===== src/rtl/sobel_scan_ctrl.sv =====
// sobel_scan_ctrl: raster-scans an IMG_W x IMG_H frame, fetches each 3x3 window and emits Sobel Gx/Gy per pixel.
// Latency: interior pixel 11 cycles (9 reads + drain + emit), border pixel 1 cycle, with res_ready held high.
// Backpressure: EMIT holds res_addr/res_gx/res_gy stable and issues no memory reads while res_ready is low.
module sobel_scan_ctrl #(
  parameter int IMG_W  = 32,
  parameter int IMG_H  = 32,
  parameter int ADDR_W = 10,
  parameter int DATA_W = 12
) (
  input  logic                     clk,
  input  logic                     rst,
  input  logic                     start,
  output logic                     busy,
  output logic                     done,
  output logic                     mem_rd_en,
  output logic [ADDR_W-1:0]        mem_rd_addr,
  input  logic [DATA_W-1:0]        mem_rd_data,
  output logic                     res_valid,
  input  logic                     res_ready,
  output logic [ADDR_W-1:0]        res_addr,
  output logic signed [DATA_W+3:0] res_gx,
  output logic signed [DATA_W+3:0] res_gy
);

  localparam int G_W   = DATA_W + 4;
  localparam int ROW_W = $clog2(IMG_H);
  localparam int COL_W = $clog2(IMG_W);

  localparam logic [ROW_W-1:0]  ROW_LAST = ROW_W'(IMG_H - 1);
  localparam logic [COL_W-1:0]  COL_LAST = COL_W'(IMG_W - 1);
  localparam logic [ADDR_W-1:0] ROW_STEP = ADDR_W'(IMG_W);
  localparam logic [ADDR_W-1:0] ONE_A    = ADDR_W'(1);

  typedef enum logic [2:0] {IDLE, FETCH, DRAIN, EMIT, FIN} state_t;

  state_t                  state;
  logic [ROW_W-1:0]        row;
  logic [COL_W-1:0]        col;
  logic [ADDR_W-1:0]       pix_addr;   // row*IMG_W+col, tracked incrementally
  logic [3:0]              tap;
  logic signed [G_W-1:0]   acc_gx;
  logic signed [G_W-1:0]   acc_gy;

  logic [ROW_W-1:0]        nxt_row;
  logic [COL_W-1:0]        nxt_col;
  logic [ADDR_W-1:0]       nxt_addr;
  logic                    nxt_border;
  logic                    last_pix;

  logic [3:0]              ret_tap;
  logic signed [G_W-1:0]   pix;
  logic signed [G_W-1:0]   pix2;
  logic signed [G_W-1:0]   term_gx;
  logic signed [G_W-1:0]   term_gy;

  // Address of window tap k around centre address ctr (taps in row-major order).
  // Only used for interior pixels, so the modular arithmetic never wraps.
  function automatic logic [ADDR_W-1:0] tap_addr(input logic [ADDR_W-1:0] ctr, input logic [3:0] k);
    logic [ADDR_W-1:0] a;
    case (k)
      4'd0, 4'd1, 4'd2: a = ctr - ROW_STEP;
      4'd6, 4'd7, 4'd8: a = ctr + ROW_STEP;
      default:          a = ctr;
    endcase
    case (k)
      4'd0, 4'd3, 4'd6: a = a - ONE_A;
      4'd2, 4'd5, 4'd8: a = a + ONE_A;
      default:          ;
    endcase
    return a;
  endfunction

  // Next raster position and its classification, plus end-of-frame detection
  always_comb begin
    nxt_col    = (col == COL_LAST) ? '0 : col + 1'b1;
    nxt_row    = (col == COL_LAST) ? row + 1'b1 : row;
    nxt_addr   = pix_addr + ONE_A;
    nxt_border = (nxt_row == '0) || (nxt_row == ROW_LAST) ||
                 (nxt_col == '0) || (nxt_col == COL_LAST);
    last_pix   = (row == ROW_LAST) && (col == COL_LAST);
  end

  // Kernel weights applied to the word returning from the previous cycle's read
  always_comb begin
    ret_tap = (state == DRAIN) ? 4'd8 : tap - 4'd1;
    pix     = $signed({4'b0000, mem_rd_data});
    pix2    = pix <<< 1;
    term_gx = '0;
    term_gy = '0;
    case (ret_tap)
      4'd0: begin term_gx = -pix;  term_gy = -pix;  end
      4'd1: begin                  term_gy = -pix2; end
      4'd2: begin term_gx = pix;   term_gy = -pix;  end
      4'd3: begin term_gx = -pix2;                  end
      4'd5: begin term_gx = pix2;                   end
      4'd6: begin term_gx = -pix;  term_gy = pix;   end
      4'd7: begin                  term_gy = pix2;  end
      4'd8: begin term_gx = pix;   term_gy = pix;   end
      default: ;
    endcase
  end

  // Frame sequencer: scan position, window fetch, accumulation and registered outputs
  always_ff @(posedge clk) begin
    if (rst) begin
      state       <= IDLE;
      row         <= '0;
      col         <= '0;
      pix_addr    <= '0;
      tap         <= '0;
      acc_gx      <= '0;
      acc_gy      <= '0;
      busy        <= 1'b0;
      done        <= 1'b0;
      mem_rd_en   <= 1'b0;
      mem_rd_addr <= '0;
      res_valid   <= 1'b0;
      res_addr    <= '0;
      res_gx      <= '0;
      res_gy      <= '0;
    end else begin
      case (state)
        IDLE: begin
          if (start) begin
            row       <= '0;
            col       <= '0;
            pix_addr  <= '0;
            busy      <= 1'b1;
            // the raster origin is always a border pixel
            state     <= EMIT;
            res_valid <= 1'b1;
            res_addr  <= '0;
            res_gx    <= '0;
            res_gy    <= '0;
          end
        end

        FETCH: begin
          if (tap == 4'd0) begin
            acc_gx <= '0;
            acc_gy <= '0;
          end else begin
            acc_gx <= acc_gx + term_gx;
            acc_gy <= acc_gy + term_gy;
          end
          if (tap == 4'd8) begin
            state       <= DRAIN;
            mem_rd_en   <= 1'b0;
            mem_rd_addr <= '0;
          end else begin
            tap         <= tap + 4'd1;
            mem_rd_addr <= tap_addr(pix_addr, tap + 4'd1);
          end
        end

        DRAIN: begin
          res_gx    <= acc_gx + term_gx;
          res_gy    <= acc_gy + term_gy;
          res_addr  <= pix_addr;
          res_valid <= 1'b1;
          state     <= EMIT;
        end

        EMIT: begin
          if (res_ready) begin
            res_valid <= 1'b0;
            if (last_pix) begin
              state <= FIN;
              done  <= 1'b1;
            end else begin
              row      <= nxt_row;
              col      <= nxt_col;
              pix_addr <= nxt_addr;
              if (nxt_border) begin
                res_valid <= 1'b1;
                res_addr  <= nxt_addr;
                res_gx    <= '0;
                res_gy    <= '0;
              end else begin
                state       <= FETCH;
                tap         <= '0;
                mem_rd_en   <= 1'b1;
                mem_rd_addr <= tap_addr(nxt_addr, 4'd0);
              end
            end
          end
        end

        FIN: begin
          done  <= 1'b0;
          busy  <= 1'b0;
          state <= IDLE;
        end

        default: state <= IDLE;
      endcase
    end
  end

endmodule


===== config.mk =====
export PLATFORM = sky130hd
export DESIGN_NAME = sobel_scan_ctrl
export DESIGN_NICKNAME = d
export VERILOG_FILES = /design/src/rtl/sobel_scan_ctrl.sv
export SDC_FILE = /design/constraint.sdc
export NUM_CORES = 1
export LEC_CHECK = 0
export ABC_AREA = 1
export CAP_MARGIN = 10
export CORE_UTILIZATION = 30
export CTS_BUF_LIST = sky130_fd_sc_hd__clkbuf_4
export DETAILED_ROUTE_END_ITERATION = 10
export MAX_ROUTING_LAYER = met4
export PLACE_DENSITY_LB_ADDON = 0.08
export SYNTH_ARGS = -nofsm -noshare
export SYNTH_HDL_FRONTEND = slang
export SYNTH_SLANG_ARGS = --single-unit

===== constraint.sdc =====
create_clock -name clk -period 9.8 [get_ports clk]
set_clock_uncertainty 0.1 [all_clocks]
set_input_delay 1.96 -clock clk [delete_from_list [all_inputs] [get_ports clk]]
set_output_delay 1.96 -clock clk [all_outputs]
set_load 0.03 [all_outputs]

==> metrics.txt, run 1 <==
status=finished with violations; failing checks=DRC; Vias/cell=around 5; fin crit period=5.25 ns; startpoint types=input pin; CTS tree=built; Rel. slew slack=0.351; post-synth cell types=between 50 and 60; CTS Root Cell=clkbuf_4; EDFF count, synth=0; ys async rst share=0; initial DRC count=437; first-pass GRT wire length=41.3 mm; router iterations before antenna repair=8; fin nets=~1300; Clock Tree Buf Depth=2; Synth Flop Type=dfxtp_1; YS warnings=0; initial antenna violation count=1; Rows=59; Lkg Pwr=approximately 4 nW; number of gates resized after cts=0; final setup fails=0; # Max-Cap Violations=0; DR WL/cell=~16 microns; Pwr Density=about 180 nW/um^2; Die Ht=between 150 and 200 microns; Yosys top cell area share=0.284; post-synthesis average cell area=~6.7 sq um; Hold Path Class=reg -> reg; crit share post-route=0.535; RSZ-0062 raised after global routing=false; WP data arrival=~5.6 ns; synthesized area=between 8000 and 9000 sq um; sequential area share after synthesis=0.284; total grt overflow=0; antenna viol nets, final=0; core box area=26300 sq um; # port buffers=71; cell taking the most area after synthesis=dfxtp_1; CTS H-tree lvls=4; clk slew on worst S/H paths=~0.12 ns; RD Place Congestion=between 0.8 and 0.9; Post CTS Setup Buffer Count=0; initial core utilization=0.309; post-DP HPWL=about 19 mm; Area contributors post-synth=dfxtp_1, nand2_1, a21oi_1, ha_1, inv_1; vias in the first global route=about 7900; I/O pins=72; Synth Net Count=about 1300; CTS Buf Count=17; worst slew pin tran=around 0.97 ns; die area=around 28000 sq um; Crit path top cell by count=o21ai_0; CP max stage delay=0.49 ns; DRC viols=3; worst path cell trace=clkdlybuf4s50_1, inv_1, nand3_1, nor3_2, xor2_1, inv_1, a221oi_1, o21ai_0, ha_1, a21oi_1, a21boi_0, o21ai_0, a31oi_1, o21ai_0, xor2_1, nand2_1, a21oi_1; register bit total from synthesis=between 100 and 150; Crit Path Max Fanout=5; Max Freq=~0.19 GHz; via count=8029; P&R area growth vs syn=15.8%; Worst Setup Path Type=in -> reg; commonest cells after routing, fill and taps aside=nand2_1, a21oi_1, dfxtp_1, inv_1, nor2_1; Max rail drop VDD=around 0.070 mV; max-slew violations=0; Worst-Skew Late Latency=0.55 ns; Fin. Hold Viols=0; Gate Count Post-Synth=1209; Pwr Total=1.69 mW; clock sinks=between 100 and 150; All-Layer GR Usage=0.193; fill count=around 3000; Slowest-stage cell, CP=clkdlybuf4s50_1; Final TNS setup=0 ns; share of cells above drive strength 1=0.0792; WP data required=slightly above 10 ns; most common cell after layout, fill and taps aside=nand2_1; final WL=25.4 mm; CP endpoint kind=flop; CTS Hold Bufs=0; largest net degree at the start of global routing=79; die width=166 microns
[kinds of logic after synthesis]
family          count (synthesis)  synth area share
fa+ha+maj                      57            0.0907
xor+xnor                       48            0.0546
compound gates                285             0.203
simple gates                  531             0.284
buf+inv                       173            0.0845
flops                         115             0.284
[worst paths after layout]
kind | start | endpoint | slack [ns] | cells after the start
max reg2reg | state[1] | res_gx[12] | 4.78 | 21
min reg2reg | done | done | 0.36 | 2
max | mem_rd_data[1] | res_gx[12] | 4.55 | 17
min | done | done | 0.36 | 2
[state kept, by name, summed over array words and instances, names as in the netlist]
signal	count
tap	4
res_gx	16
state	3
acc_gy	16
res_gy	16
mem_rd_en	1
mem_rd_addr	10
busy	1
pix_addr	10
res_addr	10
res_valid	1
done	1
acc_gx	16
row	5
col	5
[area by class of cell]
type / count / area (sq um) / area share
clock buffers: 18 / 135 / 0.0144
inverters: 130 / 490 / 0.0522
clock inverters: 14 / 155 / 0.0165
repair buffers: 77 / 753 / 0.0802
well taps: 335 / 419 / 0.0446
multi-input cells: 921 / 5130 / 0.546
diodes: 2 / 5.00 / 0.000533
flip-flops and latches: 115 / 2300 / 0.245
[Yosys cell counts (10+ instances only)]
master    number
a21oi_1      137
buf_2         18
xor2_1        31
clkbuf_1      19
nand2_1      333
inv_1        111
ha_1          54
o22ai_1       10
xnor2_1       14
nor2_1        73
nand3_1       68
o21ai_0       59
dfxtp_1      115
inv_2         16
a31oi_1       11
nand4_1       12
a22oi_1       10
[report_power, final]
group	total, mW	internal, mW	switching [mW]	leakage (nW)
Clock	0.381	0.157	0.223	0.155
Combinational	0.774	0.251	0.523	2.88
Sequential	0.532	0.505	0.0277	0.931
Total	1.69	0.914	0.774	3.97
[per-stage QoR]
step / std cells / area (sq um) / setup WS [ns] / utilization / hold slack (ns)
3_5_place_dp: 1578 / 9100 / 3.95 / 0.346 / 0.344
5_1_grt: 1612 / 9390 / 4.07 / 0.357 / 0.390
3_3_place_gp: 1578 / 9100 / 3.92 / 0.346 / 0.343
4_1_cts: 1610 / 9390 / 4.55 / 0.357 / 0.363
2_1_floorplan: 1209 / 8120 / 5.09 / - / 0.340
6_report: 1612 / 9390 / 4.55 / 0.357 / 0.360
[layer usage]
layer	global-route usage	up-vias	part of all wire
met5	-	-	0
met4	0.0737	0	0.025
met3	0.0297	34	0.029
met2	0.333	162	0.49
met1	0.223	3672	0.45
li1	-	4161	-
[worst max-delay path, delay by kind of cell]
| kind | cells | cell delay [ns] |
|---|---|---|
| xor+xnor | 2 | 0.47 |
| simple gates | 3 | 0.37 |
| fa+ha+maj | 1 | 0.37 |
| compound gates | 8 | 1.74 |
| buf+inv | 3 | 0.69 |
No activity file was read; power rests on OpenSTA's default activity.
==> run 2: changes to the inputs <==
- clock period: 9.8 -> 4.5 ns (I/O delays scaled with it)
==> metrics.txt, run 2 (synthesis results as in run 1) <==
status=finished with violations; failing checks=DRC; Worst path top cell family by delay=simple AND/OR/NAND/NOR gates; CP endpoint kind=flop; initial DRC count=441 (+0.92%); Worst R2R Setup Slack=0.47 ns (-4.31 ns); CTS Root Cell=clkbuf_4; Final TNS setup=0 ns (unchanged); # Max-Cap Violations=0 (unchanged); hold path startpoint=done; All-Layer GR Usage=0.191 (-0.00134); WHS Path Cells=2 (unchanged); Finished Cell Area=9660 sq um (+2.8%); r2r endpoint=acc_gy[12]; P&R area growth vs syn=19.0%; die area=27700 sq um (unchanged); worst slew pin tran=0.928 ns (-0.0422 ns); core box area=26300 sq um (unchanged); router iterations before antenna repair=8 (unchanged); I/O pins=72 (unchanged); CP max stage delay=0.44 ns (-0.05 ns); RR Startpoint=tap[0]; WP data arrival=4.42 ns (-1.19 ns); Vias/cell=4.91 (-1.5%); Reg2Reg Depth=21 (unchanged); Hold Path Class=reg -> reg; post-DP HPWL=19.0 mm (+1.5%); dpl cell area=9330 sq um (+2.6%); worst path cell trace=inv_1, ha_1, xnor2_1, nor2_2, nor2_4, nand3_1, a21oi_1, a221o_1, fa_1, nand3_1, nand2_1, nand2_1, nand2_1, a21oi_1, o21ai_0, nand3_1, nand2_1, a21boi_0, or2_2, nand3_1, a21oi_1; Pwr Density=392 nW/um^2 (+120%); Crit Path Max Fanout=11 (+6); Util after Layout=0.367 (+0.0100); Rows=59 (unchanged); Max rail drop VDD=0.158 mV (+130%); fin nets=1366 (+2.3%); WP data required=4.89 ns (-5.27 ns); CTS Buf Count=17 (unchanged); RSZ-0062 raised after global routing=false; max-slew violations=0 (unchanged); Post CTS Setup Buffer Count=0 (unchanged); clk slew on worst S/H paths=0.14 ns (+0.02 ns); DR WL/cell=15.3 microns (-2.5%); Fin. Hold Viols=0 (unchanged); Buf/Inv on CP=1 (-2); Die Ht=166 microns (unchanged); Worst Setup Path Type=reg -> reg; fin crit period=between 4 and 5 ns; Hold Path Sink=done; Worst-Skew Late Latency=0.57 ns (+0.02 ns); total grt overflow=0 (unchanged); initial antenna violation count=2 (+1); crit share post-route=0.895; final setup fails=0 (unchanged); startpoint types=flop; first-pass GRT wire length=41.2 mm (-0.25%); CTS tree=built; RD Place Congestion=0.858 (-4.1%); clock sinks=115 (unchanged); CTS Hold Bufs=0 (unchanged); fill count=2862 (-2.5%); CTS H-tree lvls=4 (unchanged); most common cell after layout, fill and taps aside=nand2_1; initial core utilization=0.309 (unchanged); DRC viols=3 (unchanged); antenna viol nets, final=0 (unchanged); final WL=25.2 mm (-0.65%); Clock Tree Buf Depth=2 (unchanged); Max Freq=0.248 GHz; commonest cells after routing, fill and taps aside=nand2_1, a21oi_1, dfxtp_1, inv_1, nor2_1; via count=8061 (+0.40%); largest net degree at the start of global routing=68 (-14%); Setup crit start=tap[0]; Slowest-stage cell, CP=fa_1; WHS=0.360 ns (-0.000245 ns); Rel. slew slack=0.379 (+0.0282); Lkg Pwr=4.14 nW (+4.2%); vias in the first global route=7871 (+0.089%); number of gates resized after cts=0 (unchanged); # port buffers=71 (unchanged); die width=166 microns (unchanged); share of cells above drive strength 1=0.100 (+0.0211)
==> run 2: cell types whose count changed in the layout (fill, tap and decap cells not counted) <==
| cell | delta |
|---|---|
| buf_4 | +31 |
| bufinv_16 | +1 |
| clkbuf_4 | -1 |
| clkinv_1 | +1 |
| clkinv_2 | -1 |
| clkinv_4 | -4 |
| clkinvlp_4 | -1 |
| inv_6 | +2 |
| inv_8 | +3 |
==> run 2: stage by stage <==
stage | cells | setup slack (ns) | power [mW]
2_1_floorplan | 1209 | 0.711 | 2.40
3_3_place_gp | 1609 | 0.0277 | 2.93
3_5_place_dp | 1609 | 0.0648 | 2.93
4_1_cts | 1641 | 0.427 | 3.86
5_1_grt | 1643 | 0.0372 | 4.09
6_report | 1643 | 0.474 | 3.79
==> run 2: final cells by class <==
cell class / count / area (sq um) / share of cell area
Antenna cell: 2 / 5.00 / 0.000518
Inverter: 130 / 490 / 0.0508
Multi-Input combinational cell: 921 / 5130 / 0.532
Clock inverter: 15 / 193 / 0.0200
Timing Repair Buffer: 108 / 986 / 0.102
Tap cell: 335 / 419 / 0.0434
Sequential cell: 115 / 2300 / 0.238
Clock buffer: 17 / 128 / 0.0132
==> run 2: worst max path at each step <==
stage / endpoint / slack [ns] / cells after the start
final: acc_gy[12] / 0.47 / 21
after global placement: res_gx[15] / 0.03 / 18
after detailed placement: acc_gy[11] / 0.06 / 16
after CTS: acc_gy[12] / 0.43 / 22
after global routing: acc_gy[12] / 0.04 / 22
after floorplan: res_gx[12] / 0.71 / 21
==> run 2: per-layer routing <==
metal	vias up	routed length (microns)	share of wire	global-route usage
li1	4211	-	-	-
met1	3706	11500	0.46	0.225
met2	122	12700	0.50	0.336
met3	22	685	0.027	0.0314
met4	0	374	0.015	0.0499
met5	-	0	0	-
==> run 2: power by group <==
| group | internal, mW | leakage [nW] | switching, mW |
|---|---|---|---|
| Combinational | 0.585 | 3.04 | 1.14 |
| Sequential | 1.10 | 0.931 | 0.0565 |
| Clock | 0.403 | 0.173 | 0.506 |
| Total | 2.09 | 4.14 | 1.70 |
==> run 2: worst min-delay path, stage by stage (launching register included) <==
cell and delay, ns:
dfxtp_1 0.34, inv_1 0.05, a21oi_1 0.05
